[src/rtl/event_encoder.sv]
// event_encoder: collapses N asynchronous request lines into a stream of
// binary event codes. Each rising edge on req[i] queues event i in a pending
// bitmap; pending events drain one at a time over a valid/ready handshake.
// Optional feature macro: ENCODER_RR_EN (round-robin selection instead of
// fixed highest-index priority).
module event_encoder #(
   parameter int N           = 4,
   parameter int W           = 2,
   parameter int SYNC_STAGES = 2
) (
   input  logic         clk,
   input  logic         rst_n,
   input  logic         en,
   input  logic [N-1:0] req,
   output logic [W-1:0] code,
   output logic         valid,
   input  logic         ready,
   output logic [N-1:0] pend,
   output logic         overflow
);

   typedef enum logic {IDLE, PRESENT} state_t;

   logic [SYNC_STAGES-1:0][N-1:0] sync_q, sync_d;
   logic [N-1:0]                  prev_q, prev_d;
   logic [N-1:0]                  pend_q, pend_d;
   logic [W-1:0]                  code_q, code_d;
   logic                          valid_q, valid_d;
   logic                          overflow_q, overflow_d;
   state_t                        state_q, state_d;

   logic [N-1:0] sync_out;
   logic [N-1:0] rise;
   logic [N-1:0] cap;
   logic [N-1:0] acc_mask;
   logic         accept;
   logic [W-1:0] sel;

   assign sync_out = sync_q[SYNC_STAGES-1];
   assign rise     = sync_out & ~prev_q;
   assign cap      = en ? rise : '0;
   assign accept   = valid_q && ready;
   assign acc_mask = accept ? (N'(1) << code_q) : '0;

   // Synchroniser shift chain and edge-history register.
   always_comb begin
      sync_d    = sync_q;
      sync_d[0] = req;
      for (int s = 1; s < SYNC_STAGES; s++) sync_d[s] = sync_q[s-1];
      prev_d    = sync_out;
   end

   // Pending bitmap: accepted bit clears, captured edges set. An edge on the
   // bit being accepted this cycle re-queues it instead of overflowing.
   always_comb begin
      pend_d     = (pend_q & ~acc_mask) | cap;
      overflow_d = |(cap & pend_q & ~acc_mask);
   end

`ifdef ENCODER_RR_EN
   logic [W-1:0] last_q, last_d;

   // Round-robin pick: first pending bit at or after last_grant+1, wrapping.
   always_comb begin
      int idx;
      idx = 0;
      sel = '0;
      for (int k = N-1; k >= 0; k--) begin
         idx = (int'(last_q) + 1 + k) % N;
         if (pend_q[idx]) sel = W'(idx);
      end
   end

   // Remember the most recently accepted code.
   always_comb begin
      last_d = last_q;
      if (accept) last_d = code_q;
   end

   // last_grant register; reset to N-1 so the first search starts at 0.
   always_ff @(posedge clk or negedge rst_n) begin
      if (!rst_n) last_q <= W'(N-1);
      else        last_q <= last_d;
   end
`else
   // Fixed priority: highest pending index wins (later iterations override).
   always_comb begin
      sel = '0;
      for (int i = 0; i < N; i++) begin
         if (pend_q[i]) sel = W'(i);
      end
   end
`endif

   // Presentation FSM: latch a code from IDLE, hold it stable until accepted.
   always_comb begin
      state_d = state_q;
      code_d  = code_q;
      valid_d = valid_q;
      case (state_q)
         IDLE: begin
            if (pend_q != '0) begin
               code_d  = sel;
               valid_d = 1'b1;
               state_d = PRESENT;
            end
         end
         PRESENT: begin
            if (ready) begin
               valid_d = 1'b0;
               state_d = IDLE;
            end
         end
         default: begin
            valid_d = 1'b0;
            state_d = IDLE;
         end
      endcase
   end

   // State registers; reset clears everything including queued events.
   always_ff @(posedge clk or negedge rst_n) begin
      if (!rst_n) begin
         sync_q     <= '0;
         prev_q     <= '0;
         pend_q     <= '0;
         code_q     <= '0;
         valid_q    <= 1'b0;
         overflow_q <= 1'b0;
         state_q    <= IDLE;
      end else begin
         sync_q     <= sync_d;
         prev_q     <= prev_d;
         pend_q     <= pend_d;
         code_q     <= code_d;
         valid_q    <= valid_d;
         overflow_q <= overflow_d;
         state_q    <= state_d;
      end
   end

   assign code     = code_q;
   assign valid    = valid_q;
   assign pend     = pend_q;
   assign overflow = overflow_q;

endmodule

[config.mk]
export PLATFORM = sky130hd
export DESIGN_NAME = event_encoder
export DESIGN_NICKNAME = d
export VERILOG_FILES = /design/src/rtl/event_encoder.sv
export SDC_FILE = /design/constraint.sdc
export NUM_CORES = 1
export LEC_CHECK = 0
export CAP_MARGIN = 30
export CORE_MARGIN = 2
export CORE_UTILIZATION = 45
export DETAILED_ROUTE_END_ITERATION = 8
export GPL_TIMING_DRIVEN = 0
export HOLD_SLACK_MARGIN = 0.1
export PLACE_DENSITY_LB_ADDON = 0.2
export REMOVE_ABC_BUFFERS = 1
export SETUP_SLACK_MARGIN = 0.2
export SLEW_MARGIN = 20
export SYNTH_ARGS = -nofsm -noshare
export SYNTH_HDL_FRONTEND = slang
export SYNTH_SLANG_ARGS = --single-unit
[constraint.sdc]
create_clock -name clk -period 1.4 [get_ports clk]
set_input_delay 0.28 -clock clk [delete_from_list [all_inputs] [get_ports clk]]
set_output_delay 0.28 -clock clk [all_outputs]
set_load 0.05 [all_outputs]
* Word-level counts from Yosys, hierarchy flattened *
Cells that the tools add are included.

word-level totals
  word-level logic and storage cells = 35
  output and inout port bits = 8
  input bits = 8
  register bits = 21

cells by class
  reduce and logical (&&, ||, !) cells = 5
  bitwise logic cells = 8
  equality and inequality tests = 2
  shift-type cells = 1
  muxes and demuxes = 11

operator list
  cell                                             count
  AND 4 bit                                        4
  2-to-1 mux 4 bit                                 2
  NOT 4 bit                                        2
  2-to-1 mux 1 bit                                 5
  2-to-1 mux 2 bit                                 2
  inequality test 2 bit, second input constant     2
  OR 4 bit                                         1
  case mux 1 bit (2 select lines)                  2
  AND reduction 2 bit                              2
  nonzero test 4 bit                               1
  OR reduction 4 bit                               1
  << shifter 1 x 2 -> 4 bit, first input constant  1
  logical AND 1 bit                                1
  NOT 1 bit                                        1

* Depth between registers and ports, before layout *
  depth in word-level cells = 6
  gate-level depth with buffers = 3
  depth with buffers taken out = 3

* Least setup slack after synthesis *
No wires, ideal clock.

  kind = register -> register
  from = register valid_q (netlist: valid)
  to = register pend_q[0] (netlist: pend[0])
  arrival = 1.232 ns
  required time = 1.282 ns
  buffers on the path = 0
  path slack = 0.050 ns
  stages on the path, launching flop included = 4
  clock period less this slack = 1.350 ns
  setup time = 0.118 ns
  cells stage by stage = dfrtp_1 > nand2_2 > or3_1 > a21o_1

on the way
  word-level cells in the longest chain between the ends = 5

ends and longest elaborated chain
  item                      RTL line  text
  start: declaration        28        logic valid_q, valid_d;
  start signal: assignment  136       valid_q <= valid_d;
  logical AND 1 bit         42        assign accept = valid_q && ready;
  2-to-1 mux 4 bit          43        assign acc_mask = accept ? (N'(1) << code_q) : '0;
  NOT 4 bit                 56        pend_d = (pend_q & ~acc_mask) | cap;
  AND 4 bit                 56
  OR 4 bit                  56
  via pend_d[0]             26        logic [N-1:0] pend_q, pend_d;
  end signal: assignment    134       pend_q <= pend_d;
  end: declaration          26

The timed path passes the listed nets, and every way through them passes these cells.
A chain may end at the register's enable or synchronous reset.

* Worst setup path in the final report *
  from = register code_q[0] (netlist: code[0])
  to = output code[0]

RTL lines
  item                      RTL line  text
  start: declaration        27        logic [W-1:0] code_q, code_d;
  start signal: assignment  135       code_q <= code_d;
  end: declaration          15        output logic [W-1:0] code,

No word-level cell between the ends.

==> out/metrics.cfg <==
[logic_synthesis]
async_flop_share=1.000
synthAdderAreaFrac=0
synthXorXnorAreaFrac=0
synth.top_cell.area_share=0.7143
synth_edf_count=0
synth_area_leaders=dfrtp_1 71%, o21ai_0 5.4%, and4b_1 2.7%
synth_seq_cells=21
yosys.area_share.simple=0.1531
synth_warnings=0
synth.area.mux_share=0.01361
synthFlopType=dfrtp_1
synth_top_area_cell=dfrtp_1
synthDistinctLibCells=21
synth_area_sq_um=735.7
synthCells=55
yosysMostFrequentCell=dfrtp_1
synth_common_cells=21 x dfrtp_1, 8 x o21ai_0, 3 x nand2_1, 3 x nand4_1
ys_seq_area_frac=0.7143
synth_top_family_by_area=simple AND/OR/NAND/NOR gates
avgSynthCellArea_sq_um=13.38
synth_compound_area_frac=0.1088

[layout]
fillCellCount=120
area_delta_synth_final_pct=40.99
n_antenna_cell=0
drive_gt1_frac=0.3294
nNetsFinal=94

[routing]
vias=552
wl_per_cell_um=13.96
ant_nets=0
first_pass_iters=4
routed_wirelength_um=1410
via_per_inst=5.465
drtIter0Drc=5
drc=0

[sta]
hold_viol=0
fin_ws_ns=0.1965
rsz0062_at_grt=yes
finalCritPeriodShare=0.8596
maxSlewViolCount=0
setup-violations-final=0
timing.hold.ws_ns=0.2798
tightest_slew_ns=0.4332
period_minus_slack_ns=1.203
fmax_mhz=830.9
finClkSkew_ns=0.004135
maxSlewHeadroom=0.7103

[clocking]
hold_buffers=0
cts_buffers=3
h-tree-depth=1
cts_tree=yes
path_clk_slew_ns=0.11
cts-root-buf=clkbuf_4
insertion_delay_ns=0.29
clock-sinks=21
cts.path.max_buffers=2

[global_route]
grt_overflow=0
grtUsageTotal=0.1539
grt_max_degree=22
antenna_found_initial=0
grt_pass1_vias=527
grt_pass1_wl_um=2145

[min_path]
worstHoldPathType=in -> async

[worst_setup_path]
path_buf_inv=1
worstSetupStartpointType=flip-flop
cp-end-kind=output port
cp_cell_sequence=buf_4
critPathTopFamily=flip-flops
critPathRequiredTime_ns=1.12
cp_slowest_stage_delay_ns=0.44
critPathSlowestCell=dfrtp_2
path_max_fanout=4
critPathArrivalTime_ns=0.92
crit_type=reg -> out

[place]
gp_congestion=0.7723
portBuffers=15
hpwl_um=849.9
dp_slack_ns=-0.1526

[pwr]
powerDensity_nw_per_um2=2064
irDropWorstVdd_mv=1.103
power_w=0.002141
leakage_nw=0.4774

[die]
die_height_um=44.44
core_area_sq_um=1524
die_w_um=44.44
rows=14
initial_utilization=0.4828
io_pins=16
dieArea_sq_um=1974

[outcome]
status=finished clean

[flow_run]
maxCapViolCount=0

[flip-flops by register name, indices dropped and copies added, names as in the netlist]
| signal | flops |
|---|---|
| valid | 1 |
| state_q | 1 |
| sync_d | 4 |
| pend | 4 |
| prev_d | 4 |
| code | 2 |
| overflow | 1 |
| prev_q | 4 |
[metrics by stage]
step | util | instance area, sq um | cells | setup TNS [ns]
floorplan | - | 735.7 | 55 | 0
global placement | 0.5944 | 905.9 | 86 | -1.186
detailed placement | 0.5944 | 905.9 | 86 | -1.665
CTS | 0.6404 | 975.9 | 97 | 0
global route | 0.6806 | 1037 | 101 | 0
finish | 0.6806 | 1037 | 101 | 0
[worst paths after layout]
| check | startpoint | end | slack, ns | cells after the start |
|---|---|---|---|---|
| max | code[0] | code[0] | 0.20 | 1 |
| max in group asynchronous | rst_n | pend[1] | 0.69 | 2 |
| min in group clk | sync_d[4] | prev_d[0] | 0.36 | 0 |
| min reg2reg | sync_d[4] | prev_d[0] | 0.36 | 0 |
| min | rst_n | valid | 0.28 | 1 |
| max reg2reg | valid | pend[0] | 0.20 | 4 |
[power breakdown]
group          internal, W  total [W]  switching [W]
logic             0.000428    0.00102       0.000595
clock network     0.000106   0.000275       0.000169
registers         0.000731   0.000842       0.000111
total              0.00127    0.00214       0.000875
[per-layer routing]
layer / part of all wire / global-route usage / vias up
met5: 0 / 0 / -
met4: 0.0064 / 0.09091 / 0
met3: 0.059 / 0.02857 / 2
met2: 0.53 / 0.2706 / 18
met1: 0.41 / 0.1726 / 270
li1: - / - / 262
[worst register-to-register path: cells and delay by family (launching register included)]
| family | cells | cell delay, ns |
|---|---|---|
| AND/OR/NAND/NOR | 2 | 0.42 |
| flip-flops | 1 | 0.39 |
| AO/OA/AOI/OAI | 1 | 0.17 |
| buffers and inverters | 1 | 0.12 |
[final cells by class]
class	instances	area (sq um)	share of cell area
clock buffers	3	22.52	0.02171
clock inverters	1	5.005	0.004825
inverters	2	7.507	0.007238
multi-input cells	32	214.0	0.2063
flip-flops and latches	21	529.3	0.5103
well taps	16	20.02	0.01930
repair buffers	26	239.0	0.2304
[repair_timing]
action                                  in CTS  in global routing
buffers inserted                             7                  3
cloned                                       0                  0
gates resized for setup                     53                  8
endpoints found under the setup margin      10                  9
pin swaps                                    0                  2
[logic make-up (layout without fill, tap and decap cells)]
family,Yosys count,in the layout
DFF,21,21
and+or+nand+nor,18,18
AOI/OAI and AO/OA,13,13
buffers and inverters,2,32
muxes,1,1
[placed cells by master, fill, tap and decap left out, types with 2 or more instances in the layout]
cell	n
dfrtp_1	18
buf_4	11
o21ai_0	7
clkdlybuf4s50_1	6
buf_6	6
nand2_1	3
nand4_1	3
clkbuf_4	3
dfrtp_2	3
and4b_1	2
inv_1	2
nor2_1	2
Note: power is estimated with default switching activity, not from simulation.
